--- src/rtl/seven_seg_scan_ctrl_pkg.sv ---
// Shared types and helpers for the multiplexed seven-segment scan controller.
package seven_seg_scan_ctrl_pkg;

  typedef enum logic {
    BLANK = 1'b0,
    SHOW  = 1'b1
  } scan_state_t;

  localparam int NIBBLE_W   = 4;
  localparam int MAX_DIGITS = 32;

  // Applies board polarity to a one-hot "lit" vector; callers truncate to their digit count.
  function automatic logic [MAX_DIGITS-1:0] anode_drive(input logic [MAX_DIGITS-1:0] onehot,
                                                        input logic active_low);
    return active_low ? ~onehot : onehot;
  endfunction

endpackage

--- src/rtl/seven_seg_scan_timer.sv ---
// Slot timer: BLANK then SHOW per digit, advancing the digit index after each SHOW.
module seven_seg_scan_timer
  import seven_seg_scan_ctrl_pkg::*;
#(
  parameter int NUM_DIGITS   = 4,
  parameter int REFRESH_DIV  = 50000,
  parameter int BLANK_CYCLES = 16,
  parameter int IDX_W        = (NUM_DIGITS > 1) ? $clog2(NUM_DIGITS) : 1
) (
  input  logic             clk,
  input  logic             rst_n,
  output logic             show_next,
  output logic [IDX_W-1:0] idx_next,
  output logic             slot_end,
  output logic             wrap
);

  localparam int MAX_LIM = (REFRESH_DIV > BLANK_CYCLES) ? REFRESH_DIV : BLANK_CYCLES;
  localparam int CNT_W   = (MAX_LIM > 1) ? $clog2(MAX_LIM) : 1;

  scan_state_t      state, state_nxt;
  logic [CNT_W-1:0] cnt, cnt_nxt;
  logic [IDX_W-1:0] idx;
  logic             blank_end;
  logic             last_idx;

  assign blank_end = (state == BLANK) && (cnt == CNT_W'(BLANK_CYCLES - 1));
  assign slot_end  = (state == SHOW) && (cnt == CNT_W'(REFRESH_DIV - 1));
  assign last_idx  = (idx == IDX_W'(NUM_DIGITS - 1));
  assign wrap      = slot_end && last_idx;
  assign show_next = (state_nxt == SHOW);

  always_comb begin
    state_nxt = state;
    idx_next  = idx;
    cnt_nxt   = cnt + CNT_W'(1);
    if (blank_end) begin
      state_nxt = SHOW;
      cnt_nxt   = '0;
    end else if (slot_end) begin
      state_nxt = BLANK;
      cnt_nxt   = '0;
      idx_next  = last_idx ? '0 : idx + IDX_W'(1);
    end
  end

  always_ff @(posedge clk or negedge rst_n) begin
    if (!rst_n) begin
      state <= BLANK;
      cnt   <= '0;
      idx   <= '0;
    end else begin
      state <= state_nxt;
      cnt   <= cnt_nxt;
      idx   <= idx_next;
    end
  end

endmodule

--- src/rtl/seven_seg_scan_ctrl.sv ---
// Time-multiplexed seven-segment scan controller with tear-free, frame-aligned display updates.
module seven_seg_scan_ctrl
  import seven_seg_scan_ctrl_pkg::*;
#(
  parameter int NUM_DIGITS       = 4,
  parameter int REFRESH_DIV      = 50000,
  parameter int BLANK_CYCLES     = 16,
  parameter int ANODE_ACTIVE_LOW = 1
) (
  input  logic                           clk,
  input  logic                           rst_n,
  input  logic                           load,
  input  logic [NIBBLE_W*NUM_DIGITS-1:0] value_in,
  input  logic [NUM_DIGITS-1:0]          digit_en,
  output logic [NIBBLE_W-1:0]            nibble_out,
  output logic [NUM_DIGITS-1:0]          anode,
  output logic                           frame_done,
  output logic                           load_ack
);

  localparam int IDX_W = (NUM_DIGITS > 1) ? $clog2(NUM_DIGITS) : 1;
  localparam logic [NUM_DIGITS-1:0] ANODE_OFF =
    NUM_DIGITS'(anode_drive('0, ANODE_ACTIVE_LOW != 0));

  logic                           show_next;
  logic [IDX_W-1:0]               idx_next;
  logic                           slot_end;
  logic                           wrap;
  logic [NIBBLE_W*NUM_DIGITS-1:0] disp_reg, disp_next;
  logic [NIBBLE_W*NUM_DIGITS-1:0] pending;
  logic                           pending_valid;
  logic [NUM_DIGITS-1:0]          sel_next;

  seven_seg_scan_timer #(
    .NUM_DIGITS  (NUM_DIGITS),
    .REFRESH_DIV (REFRESH_DIV),
    .BLANK_CYCLES(BLANK_CYCLES),
    .IDX_W       (IDX_W)
  ) u_timer (
    .clk      (clk),
    .rst_n    (rst_n),
    .show_next(show_next),
    .idx_next (idx_next),
    .slot_end (slot_end),
    .wrap     (wrap)
  );

  // Outputs are driven from next-state values so anode/nibble line up with the timer state.
  assign disp_next = (wrap && pending_valid) ? pending : disp_reg;
  assign sel_next  = show_next ? ((NUM_DIGITS'(1) << idx_next) & digit_en) : '0;

  always_ff @(posedge clk or negedge rst_n) begin
    if (!rst_n) begin
      disp_reg      <= '0;
      pending       <= '0;
      pending_valid <= 1'b0;
      nibble_out    <= '0;
      anode         <= ANODE_OFF;
      frame_done    <= 1'b0;
      load_ack      <= 1'b0;
    end else begin
      disp_reg <= disp_next;
      if (load) begin
        pending       <= value_in;
        pending_valid <= 1'b1;
      end else if (wrap) begin
        pending_valid <= 1'b0;
      end
      if (slot_end) nibble_out <= disp_next[NIBBLE_W*int'(idx_next) +: NIBBLE_W];
      anode      <= NUM_DIGITS'(anode_drive(MAX_DIGITS'(sel_next), ANODE_ACTIVE_LOW != 0));
      frame_done <= wrap;
      load_ack   <= wrap && pending_valid;
    end
  end

endmodule

--- config.mk ---
export PLATFORM = sky130hd
export DESIGN_NAME = seven_seg_scan_ctrl
export DESIGN_NICKNAME = d
export VERILOG_FILES = /design/src/rtl/seven_seg_scan_ctrl_pkg.sv /design/src/rtl/seven_seg_scan_timer.sv /design/src/rtl/seven_seg_scan_ctrl.sv
export SDC_FILE = /design/constraint.sdc
export NUM_CORES = 1
export LEC_CHECK = 0
export CAP_MARGIN = 25
export CORE_ASPECT_RATIO = 1.2
export CORE_MARGIN = 1
export CORE_UTILIZATION = 35
export CTS_BUF_LIST = sky130_fd_sc_hd__clkbuf_2 sky130_fd_sc_hd__clkbuf_4 sky130_fd_sc_hd__clkbuf_8
export CTS_CLUSTER_DIAMETER = 100
export CTS_CLUSTER_SIZE = 20
export DETAILED_ROUTE_END_ITERATION = 16
export PLACE_DENSITY_LB_ADDON = 0.1
export RECOVER_POWER = 100
export SETUP_SLACK_MARGIN = 0.1
export SLEW_MARGIN = 15
export SYNTH_ARGS = -nofsm -noshare
export SYNTH_HDL_FRONTEND = slang
export SYNTH_SLANG_ARGS = --single-unit
--- constraint.sdc ---
create_clock -name clk -period 2.8 [get_ports clk]
set_clock_uncertainty 0.15 [all_clocks]
set_input_delay 0.42 -clock clk [delete_from_list [all_inputs] [get_ports clk]]
set_output_delay 0.42 -clock clk [all_outputs]
set_load 0.02 [all_outputs]
# == Word-level counts from Yosys, hierarchy flattened ==
# Index checks and enable logic that the tools add are counted.
# classes
n_addsub,2
n_eq_ne,3
shifts,2
mux,11
bitwise_logic,3
reduce_logical,5
# ops
operator,n
$mux W16,3
$add A16 B1 Y16 const B,1
$eq A16 B16 Y1 const B,1
$eq A16 B4 Y1 const B,1
$shiftx A16 B5 Y4,1
$mux W2,3
$and A4 B4 Y4,1
$logic_and A1 B1 Y1,4
$mux W1,4
$mux W4,1
$not A4 Y4,1
$shl A1 B2 Y4 const A,1
$add A2 B1 Y2 const B,1
$eq A2 B2 Y1 const B,1
$reduce_bool A2 Y1,1
$not A1 Y1,1
# totals
regBits,62
in_bits,23
output_inout_bits,10
elab_cells,36

# == Depth between registers and ports, before layout ==
# Gate-level depths: netlist (run 1).
# logic_depth
word_depth,8
depth_mapped,9
depth_no_buf,8

# == Hierarchy ==
# A second synthesis (run 1) with hierarchy kept.
# hier_totals
cells_unflattened,182
hier_area_um2,2677.6
# modules_own_cells
mod,instances,cells_each,area_per_inst_um2,seq_area_each_um2
seven_seg_scan_ctrl,1,97,1717.9,1081.0
seven_seg_scan_timer,1,85,959.7,475.5

# == Worst setup path before layout (run 1) ==
# OpenSTA, ideal clock, no wires.
# synth_timing
kind,register -> register
from,register u_timer.cnt[0]
to,register nibble_out[0]
setup_time_ps,124
arrival_time_ps,1991
t_required_ps,2526
path_slack_ps,535
path_stages_with_launch,10
n_path_buf,1
synth_period_minus_slack_ps,2265
path_cell_list,dfrtp_1 ha_1 and3_1 nand3_2 or2_1 mux2_4 buf_6 mux2_1 mux2i_1 o21ai_1
# synth_between
elab_cells_between_ends,10
cone_classes,2 x eq/ne; 1 x shift; 3 x mux; 4 x reduce/logical
# synth_lines
item,line,rtl
start: declaration,seven_seg_scan_timer.sv:22,"logic [CNT_W-1:0] cnt, cnt_nxt;"
start signal: assignment,seven_seg_scan_timer.sv:54,cnt <= cnt_nxt;
$eq A16 B16 Y1,seven_seg_scan_timer.sv:28,assign slot_end = (state == SHOW) && (cnt == CNT_W'(REFRESH_DIV - 1));
$logic_and A1 B1 Y1,seven_seg_scan_timer.sv:28,
$mux W2,seven_seg_scan_timer.sv:40,end else if (slot_end) begin
$mux W2 (*),seven_seg_scan_timer.sv:37,if (blank_end) begin
named net idx_next[0],seven_seg_scan_ctrl.sv:26,logic [IDX_W-1:0] idx_next;
$shiftx A16 B5 Y4 (*),seven_seg_scan_ctrl.sv:69,if (slot_end) nibble_out <= disp_next[NIBBLE_W*int'(idx_next) +: NIBBLE_W];
end signal: assignment,seven_seg_scan_ctrl.sv:69,
end: declaration,seven_seg_scan_ctrl.sv:15,"output logic [NIBBLE_W-1:0] nibble_out,"
# Mark *: on every way through the listed nets, which the timed path passes. The rest lies on a longest branch.
# A chain may end at the register's enable or synchronous reset.

# == Worst setup path after layout (run 1) ==
# layout_timing
from,register u_timer.cnt[0]
to,register disp_reg[9]
# layout_between
elab_chain_cells,5
# layout_rtl
item,line,rtl
$eq A16 B16 Y1,seven_seg_scan_timer.sv:28,
$logic_and A1 B1 Y1,seven_seg_scan_timer.sv:28,
$logic_and A1 B1 Y1,seven_seg_scan_timer.sv:30,assign wrap = slot_end && last_idx;
$logic_and A1 B1 Y1,seven_seg_scan_ctrl.sv:49,assign disp_next = (wrap && pending_valid) ? pending : disp_reg;
$mux W16,seven_seg_scan_ctrl.sv:49,
named net disp_next[9],seven_seg_scan_ctrl.sv:29,"logic [NIBBLE_W*NUM_DIGITS-1:0] disp_reg, disp_next;"
end signal: assignment,seven_seg_scan_ctrl.sv:62,disp_reg <= disp_next;
end: declaration,seven_seg_scan_ctrl.sv:29,
# The timed path passes the listed nets, and every way through them passes these cells.

==> summary.md, run 1 <==
| Metric | Value |
|---|---|
| Status | complete, but fails checks |
| Failing checks | capacitance limit, slew limit |
| Cell variety after synth | 32 |
| Clock Latency Late Sink | 0.34 ns |
| TritonRoute pass-1 iters | 6 |
| Total Negative Setup Slacks | 0 ns |
| Routability cong. | 0.738 |
| Fin Hold WS | 0.303 ns |
| Antenna cells | 0 |
| DIE WIDTH | 82.1 um |
| Place WS | 0.403 ns |
| Final Hold Fails | 0 |
| Crit-path cells | ha_1, and3_1, nand3_1, or2_0, buf_4, nor2_2, buf_4, mux2_2 |
| Root buffer cell | clkbuf_8 |
| CP dominant cell by count | buf_4 |
| Critical Path RT | 2.86 ns |
| Worst rel slew slack | -0.777% |
| Synth Register Bits | 62 |
| I/O pins | 33 |
| Max incr delay on CP | 0.37 ns |
| Compound-Gate Fraction of Synth Area | 3.02% |
| Final nets | 288 |
| Pwr dens | 563 nW/um^2 |
| Area of the multi-input gates | 1090 um^2 |
| Worst-case clock buffer depth | 2 |
| Core area | 7360 um^2 |
| Register area | 1560 um^2 |
| Initial antenna violation count | 0 |
| Via density | 4.84 |
| Actual slew at the worst max-slew pin | 1.51 ns |
| Starting density of the core | 36.6% |
| Dpl hpwl | 3.48 mm |
| Crit path capture type | register |
| GRT Total Usage | 14.4% |
| Minimum clock period | 2.47 ns |
| CTS tree | done |
| Crit Path Max Fanout | 14 |
| WP data arrival | 2.53 ns |
| Mapped Cells | 220 |
| Port bufs | 32 |
| Worst IR Drop VDD | 0.000338 V |
| Most common cell after layout, fill and taps aside | dfrtp_1 |
| Yosys top cell by area | dfrtp_1 |
| Post-Synth Simple-Gate Area | 12.6% |
| Worst Path Class, Setup | register to register |
| Drt wl/cell | 13.8 um |
| Most frequent cells in the layout | 58 x dfrtp_1, 35 x mux2_2, 20 x nor2_1, 20 x clkdlybuf4s50_1 |
| Vias in the first global route | 1,813 |
| Post_cts resized | 0 |
| Hold WC Path Type | register to register |
| DR iter-0 viols | 50 |
| CTS Buf Count | 9 |
| Worst-path clk slew | 0.07 ns |
| Top cell type's share of synthesized area | 53.8% |
| Fillers | 709 |
| # H-tree levels | 3 |
| # rows | 34 |
| Register area share after synthesis | 57.7% |
| ANT nets after route | 0 |
| Via count | 1,733 |
| Max stage delay cell, worst path | dfrtp_1 |
| First-pass GRT wire length | 8.50 mm |
| Synth Net Count | 245 |
| Die ar. | 8060 um^2 |
| Post-synthesis mux area share | 19.4% |
| Xor/xnor share of the synthesized area | 4.55% |
| PnR worst setup slack | 0.329 ns |
| Pwr Total | 1.90 mW |
| Max Cap Viol | 1 |
| Max-slew violation count | 27 |
| Warnings, synthesis | 0 |
| Clock Sinks | 62 |
| Mean Syn Cell Area | 12.3 um^2 |
| Die Y | 98.2 um |
| Grt ovf | 0 |
| Largest family of logic cells by synthesized area | multiplexers |
| FMAX | 0.405 GHz |
| Leak | 1.52 nW |
| Post-CTS Setup Inserts | 0 |
| Final setup vio count | 0 |
| Drt drc | 0 |
| Syn-to-layout area delta | 25.1% |
| RSZ-0062 raised after global routing | no |
| Synthesized cell area | 2700 um^2 |
| Total length of routed wires | 4.95 mm |
| Ranking of synthesized cells by area | dfrtp_1 54%, mux2_2 15%, dfstp_2 3.9% |
| Largest net degree at the start of global routing | 37 |
| Fraction of final layout cells sized beyond drive strength 1 | 23.5% |
| Synth Area in Adders | 0.928% |
| Post-route clock period utilization | 88.2% |
| Worst setup SP type | register |
| Final core occ | 45.8% |
-- where the power goes --
| part | total [mW] | internal (mW) | switching [mW] | leakage, nW |
|---|---|---|---|---|
| clock | 0.875 | 0.519 | 0.357 | 0.114 |
| combinational | 0.0851 | 0.0525 | 0.0326 | 0.611 |
| sequential | 0.937 | 0.920 | 0.0173 | 0.797 |
-- critical path: cells and delay by family, from the launching register on --
family	cells	cell delay [ns]
flops	1	0.37
buf+inv	2	0.43
fa+ha+maj	1	0.18
mux	1	0.35
simple gates	4	0.86
-- final cells by class --
| cell class | count | share of cell area, % |
|---|---|---|
| clock buffer | 10 | 3.90 |
| clock inverter | 6 | 2.82 |
| inverter | 3 | 0.334 |
| multi-input combinational | 148 | 32.3 |
| sequential | 62 | 46.2 |
| tap | 90 | 3.34 |
| timing repair buffer | 39 | 11.1 |
-- cell families (layout without fill, tap and decap cells) --
kind of cell / after synthesis / in the layout
buf+inv: 10 / 58
flops: 62 / 62
simple gates: 71 / 71
mux: 47 / 47
fa+ha+maj: 2 / 2
compound gates: 14 / 14
xor+xnor: 14 / 14
-- path summary, 6_finish.rpt --
kind,start,end,slack (ns),depth (start not counted)
min,u_timer.cnt[0]$_DFF_PN0_,u_timer.cnt[0]$_DFF_PN0_,0.30,1
max in group asynchronous,rst_n,anode[0]$_DFF_PN1_,0.74,3
min in group asynchronous,rst_n,disp_reg[4]$_DFF_PN0_,0.83,2
max reg2reg,u_timer.cnt[0]$_DFF_PN0_,disp_reg[9]$_DFF_PN0_,0.33,8
max,u_timer.cnt[0]$_DFF_PN0_,disp_reg[9]$_DFF_PN0_,0.33,8
min reg2reg,u_timer.cnt[0]$_DFF_PN0_,u_timer.cnt[0]$_DFF_PN0_,0.30,1
-- per-stage QoR --
| step | instances | cell area [um^2] |
|---|---|---|
| finish | 358 | 3370 |
| global placement | 341 | 3150 |
| CTS | 358 | 3380 |
| floorplan | 220 | 2700 |
| detailed placement | 341 | 3150 |
| global route | 358 | 3370 |
-- layer usage --
layer / routed length (um) / track usage (%) / vias up
met5: 0 / 0 / -
met4: 110 / 5.94 / 0
met3: 188 / 5.79 / 9
met2: 2560 / 23.6 / 29
met1: 2090 / 16.3 / 843
li1: - / - / 852
-- cells in the mapped netlist, drive strengths merged --
cell type,count
dfrtp,58
mux2,39
nor2,21
nand2,15
nand3,15
mux2i,8
and3,7
xnor2,7
xor2,7
a21oi,6
nor3,5
clkbuf,4
dfstp,4
o21ai,4
buf,3
inv,3
and2,2
ha,2
nor2b,2
nor4,2
a21o,1
a2bb2oi,1
nand2b,1
o211ai,1
o21a,1
or2,1
-- timing repair --
| item | in CTS | in global routing |
|---|---|---|
| hold buffers | 1 | 0 |
| endpoints found under the hold margin | 26 | 0 |
| endpoints found under the setup margin | 0 | 0 |
(Power assumes the default switching activity.)
==> run 2, diff against run 1 <==
CORE_ASPECT_RATIO = 2   (was 1.2)
REMOVE_ABC_BUFFERS = 1   (was unset)
SKIP_CTS_REPAIR_TIMING = 1   (was unset)
==> summary.md, run 2 (synthesized netlist as in run 1, its figures left out) <==
| Metric | Value |
|---|---|
| Worst Path Class, Setup | register to register |
| Status | complete, but fails checks |
| Core area | 7540 um^2 (+2.5%) |
| FMAX | 0.400 GHz (-1.2%) |
| Register area | 1560 um^2 (unchanged) |
| Fin Hold WS | 0.302 ns (-0.00106 ns) |
| Crit path capture type | register |
| Actual slew at the worst max-slew pin | 1.51 ns (-0.000432 ns) |
| Post-route clock period utilization | 89.3% (+1.1 points) |
| Max Cap Viol | 1 (unchanged) |
| Routability cong. | 0.782 (+6.0%) |
| Total length of routed wires | 5.26 mm (+6.2%) |
| Fraction of final layout cells sized beyond drive strength 1 | 23.4% (-0.087 points) |
| GRT Total Usage | 14.9% (+0.52 points) |
| Most frequent cells in the layout | 58 x dfrtp_1, 35 x mux2_2, 21 x nor2_1 |
| Root buffer cell | clkbuf_8 |
| Max-slew violation count | 63 (+130%) |
| Final Hold Fails | 0 (unchanged) |
| Die Y | 126 um (+29%) |
| # rows | 45 (+32%) |
| Vias in the first global route | 1,813 (unchanged) |
| DR iter-0 viols | 56 (+12%) |
| Die ar. | 8080 um^2 (+0.24%) |
| Critical Path RT | 2.86 ns (about the same) |
| Via count | 1,749 (+0.92%) |
| Worst rel slew slack | -0.748% (+0.029 points) |
| Failing checks | capacitance limit, slew limit |
| Minimum clock period | 2.50 ns (+0.0306 ns) |
| Area of the multi-input gates | 1090 um^2 (-0.23%) |
| Crit Path Max Fanout | 11 (-3) |
| Leak | 1.50 nW (-1.5%) |
| Via density | 4.82 (-0.47%) |
| CTS tree | done |
| CTS Buf Count | 9 (unchanged) |
| Worst-path clk slew | 0.06 ns (about the same) |
| Drt drc | 0 (unchanged) |
| TritonRoute pass-1 iters | 4 (-2) |
| Worst setup SP type | register |
| Fillers | 750 (+5.8%) |
| # H-tree levels | 3 (unchanged) |
| Grt met1 use | 15.5% (-0.78 points) |
| Hold WC Path Type | register to register |
| Clock Latency Late Sink | 0.34 ns (about the same) |
| RSZ-0062 raised after global routing | no |
| Antenna cells | 0 (unchanged) |
| Largest net degree at the start of global routing | 63 (+70%) |
| Worst-case clock buffer depth | 2 (unchanged) |
| I/O pins | 33 (unchanged) |
| Dpl hpwl | 3.72 mm (+6.9%) |
| Syn-to-layout area delta | 22.6% |
| Final setup vio count | 0 (unchanged) |
| Most common cell after layout, fill and taps aside | dfrtp_1 |
| DIE WIDTH | 64.1 um (-22%) |
| Clock Sinks | 62 (unchanged) |
| Pwr dens | 516 nW/um^2 (-8.3%) |
| Final nets | 289 (+0.35%) |
| Grt ovf | 0 (unchanged) |
| WP data arrival | 2.57 ns (+0.04 ns) |
| Met3 usage | 4.53% (-1.3 points) |
| Final core occ | 43.8% (-2.0 points) |
| ANT nets after route | 0 (unchanged) |
| Worst IR Drop VDD | 0.000351 V (+3.6%) |
| Drt wl/cell | 14.5 um (+4.7%) |
| Initial antenna violation count | 0 (unchanged) |
| Starting density of the core | 35.7% (-0.90 points) |
| Port bufs | 32 (unchanged) |
| First-pass GRT wire length | 8.73 mm (+2.7%) |
| Met2 global-route usage | 25.5% (+1.9 points) |
| Layer with the highest usage | met2 |
-- run 2: cell types whose count changed in the layout (fill, tap and decap cells not counted), moves of 2 or more --
cell,delta
bufinv_16,-2
clkbuf_4,+4
clkinv_4,-3
clkinv_2,+2
-- run 2: cell type report --
class	instances	area share (%)
Clock buffer	14	4.88
Clock inverter	2	0.303
Inverter	3	0.341
Multi-Input combinational cell	148	32.9
Sequential cell	62	47.1
Tap cell	94	3.56
Timing Repair Buffer	40	10.9
-- run 2: metrics by stage --
stage	std cells	instance area (um^2)	TNS (ns)	worst slack, ns	total power [mW]
5_1_grt	363	3310	0	0.0912	1.78
3_3_place_gp	347	3160	0	0.420	1.04
6_report	363	3310	0	0.299	1.71
3_5_place_dp	347	3160	0	0.350	1.04
2_1_floorplan	213	2660	-1.24	-0.0777	0.975
4_1_cts	363	3330	0	0.338	1.74
-- run 2: worst max-delay path, stage by stage, from the launching register on --
cell and delay (ns):
dfrtp_1 0.36, ha_1 0.18, and3_1 0.26, nand3_1 0.22, or2_0 0.29, mux2_4 0.35
mux2_1 0.36, a21oi_1 0.12, o21ai_0 0.09
-- run 2: worst paths after layout --
check	to	startpoint	slack [ns]	depth (start not counted)
min reg2reg	u_timer.cnt[0]$_DFF_PN0_	u_timer.cnt[0]$_DFF_PN0_	0.30	1
max	nibble_out[2]$_DFFE_PN0P_	u_timer.cnt[0]$_DFF_PN0_	0.30	8
min in group asynchronous	u_timer.cnt[3]$_DFF_PN0_	rst_n	0.38	2
max reg2reg	nibble_out[2]$_DFFE_PN0P_	u_timer.cnt[0]$_DFF_PN0_	0.30	8
min	u_timer.cnt[0]$_DFF_PN0_	u_timer.cnt[0]$_DFF_PN0_	0.30	1
max in group asynchronous	nibble_out[1]$_DFFE_PN0P_	rst_n	1.20	2
-- run 2: report_power, final --
| part | internal [mW] | total (mW) | switching [mW] | leakage, nW |
|---|---|---|---|---|
| Combinational | 0.0487 | 0.0806 | 0.0319 | 0.608 |
| Clock | 0.368 | 0.688 | 0.319 | 0.0955 |
| Sequential | 0.921 | 0.938 | 0.0167 | 0.797 |
| Total | 1.34 | 1.71 | 0.368 | 1.50 |
-- run 2: routing by layer --
layer,up-vias,part of all wire (%)
met1,873,39
met3,9,2.9
li1,845,-
met4,0,2.4
met2,22,56
met5,-,0
==> run 3, diff against run 2 <==
HOLD_SLACK_MARGIN = 0.08   (was unset)
==> results of run 3 <==
No change in the layout: final DEF, timing and power equal those of run 2.
==> patch, RTL diff (settings of run 3) <==
`NUM_DIGITS` is set to 4 in 2 places; all go to 2.
--- a/src/rtl/seven_seg_scan_timer.sv
+++ b/src/rtl/seven_seg_scan_timer.sv
@@ -2,7 +2,7 @@
 module seven_seg_scan_timer
   import seven_seg_scan_ctrl_pkg::*;
 #(
-  parameter int NUM_DIGITS   = 4,
+  parameter int NUM_DIGITS   = 2,
   parameter int REFRESH_DIV  = 50000,
   parameter int BLANK_CYCLES = 16,
   parameter int IDX_W        = (NUM_DIGITS > 1) ? $clog2(NUM_DIGITS) : 1
--- a/src/rtl/seven_seg_scan_ctrl.sv
+++ b/src/rtl/seven_seg_scan_ctrl.sv
@@ -2,7 +2,7 @@
 module seven_seg_scan_ctrl
   import seven_seg_scan_ctrl_pkg::*;
 #(
-  parameter int NUM_DIGITS       = 4,
+  parameter int NUM_DIGITS       = 2,
   parameter int REFRESH_DIV      = 50000,
   parameter int BLANK_CYCLES     = 16,
   parameter int ANODE_ACTIVE_LOW = 1
Ports: changed (resized anode, digit_en and value_in); port bits go from 33 to 21. No check against the original RTL was run, so the function may have changed too.
==> patch against run 3 <==
Synthesized area down 25%. Via count down 11%. Design area down 20%. Critical path depth up 4. Non-clock buffer count up 6. Synthesized cell count down 22%. Worst hold slack better by 0.033 ns. Total power down 30%. Sequential cell count down 19. Worst setup slack worse by 0.13 ns. Sequential share of layout area down 6.2 points. Wire length down 12%. Combinational power down 36%. Critical path type unchanged.
==> patch: results (changes against run 3) <==
outcome=completed; Cell variety after synth=36 (+13%); worst vdd ir=376 uV (+7.1%); CP Max Fanout=7 (-4); worst r2r src=u_timer.cnt[1]; CTS Buf Count=5 (-4); slew margin rel.=0.421 (+0.429); IO buf count=20 (-38%); first-pass GRT wire length=7.38 mm (-15%); met2 GRT Util=0.327 (+0.0717); endpoint arrival time on the critical path=2.66 ns (+0.09 ns); gp weighted congestion=0.804 (+2.9%); met3 track utilization from global routing=0.0271 (-0.0182); largest net degree at the start of global routing=44 (-30%); clk_lat worst skew=0.30 ns (-0.04 ns); R2R depth=12 (+4); # H-tree levels=2 (-1); CP max stage delay=0.48 ns (+0.12 ns); Synth area leaders=dfrtp_1 (50%), mux2_2 (8.3%), mux4_2 (6.6%); CP max-delay cell=mux4_2; met1 Usage GRT=0.151 (-0.00404); type of the most critical hold path=reg -> reg; dpl hpwl=3.39 mm (-8.9%); Post-synth top cells=dfrtp_1 (41), mux2_2 (15), nor2_1 (13), nand3_1 (10), xor2_1 (8); Seq/Total Area, Yosys=0.530 (-0.0471); Final #Nets=234 (-19%); WL/cell=16.5 um (+14%); worst reg-to-reg setup slack=0.17 ns (-0.13 ns); clock slew at reported path FFs=0.09 ns (+0.03 ns); internal power=0.000954 W (-29%); layout cells sized above 1=0.286 (+0.0522); P_leak=1.21 nW (-19%)
patch: worst max path at each step:
stage	slack, ns	end
3_3_place_gp	0.13	nibble_out[2]
5_1_grt	0.06	nibble_out[0]
6_report	0.17	nibble_out[2]
4_1_cts	-0.02	nibble_out[3]
3_5_place_dp	0.02	nibble_out[3]
2_1_floorplan	-0.20	nibble_out[1]
patch: per-stage QoR:
step	hold slack (ns)	area (um^2)	power, W	worst slack (ns)	std cells
after floorplan	-0.0256	2020	0.000671	-0.205	166
after global placement	0.318	2390	0.000706	0.131	261
after detailed placement	0.327	2390	0.000708	0.0244	261
after CTS	0.158	2510	0.00121	-0.0241	269
after global routing	0.361	2640	0.00124	0.0633	281
final	0.334	2640	0.00120	0.171	281
patch: cell type report:
cell class                 instances  area (um^2)  share of cell area
clock inverter                     2         35.0              0.0133
sequential                        43         1080               0.409
inverter                           7         26.3             0.00994
clock buffer                       6         82.6              0.0313
timing repair buffer              46          395               0.150
tap                               61         76.3              0.0289
multi-input combinational        116          947               0.358
patch: power groups by stage:
stage | logic [W] | registers [W] | clock network [W]
floorplan | 0.0000181 | 0.000653 | 0
global placement | 0.0000510 | 0.000655 | 0
detailed placement | 0.0000527 | 0.000655 | 0
CTS | 0.0000529 | 0.000643 | 0.000517
global route | 0.0000575 | 0.000645 | 0.000537
finish | 0.0000519 | 0.000643 | 0.000505
patch: cells by family (layout without fill, tap and decap cells):
group,after synthesis,count (layout),synth area share
and+or+nand+nor,54,54,0.145
AOI/OAI and AO/OA,27,27,0.0892
buffers and inverters,12,61,0.0221
muxes,21,21,0.149
adders and majority gates,2,2,0.0123
DFF,43,43,0.530
xor gates and xnor gates,12,12,0.0517
patch: metal layers:
| metal | part of all wire | vias to the layer above |
|---|---|---|
| met5 | 0 | - |
| met4 | 0.017 | 0 |
| met3 | 0.028 | 6 |
| met2 | 0.60 | 31 |
| met1 | 0.35 | 800 |
| li1 | - | 723 |
patch: worst reg2reg max path: stages, from the launching register on:
cell	delay [ns]
dfrtp_1	0.41
ha_1	0.22
and3_4	0.20
and3_4	0.19
nand2b_4	0.06
inv_1	0.05
ha_2	0.19
nand2_2	0.09
buf_8	0.13
clkbuf_4	0.14
mux4_2	0.48
a21oi_1	0.13
o31ai_1	0.07
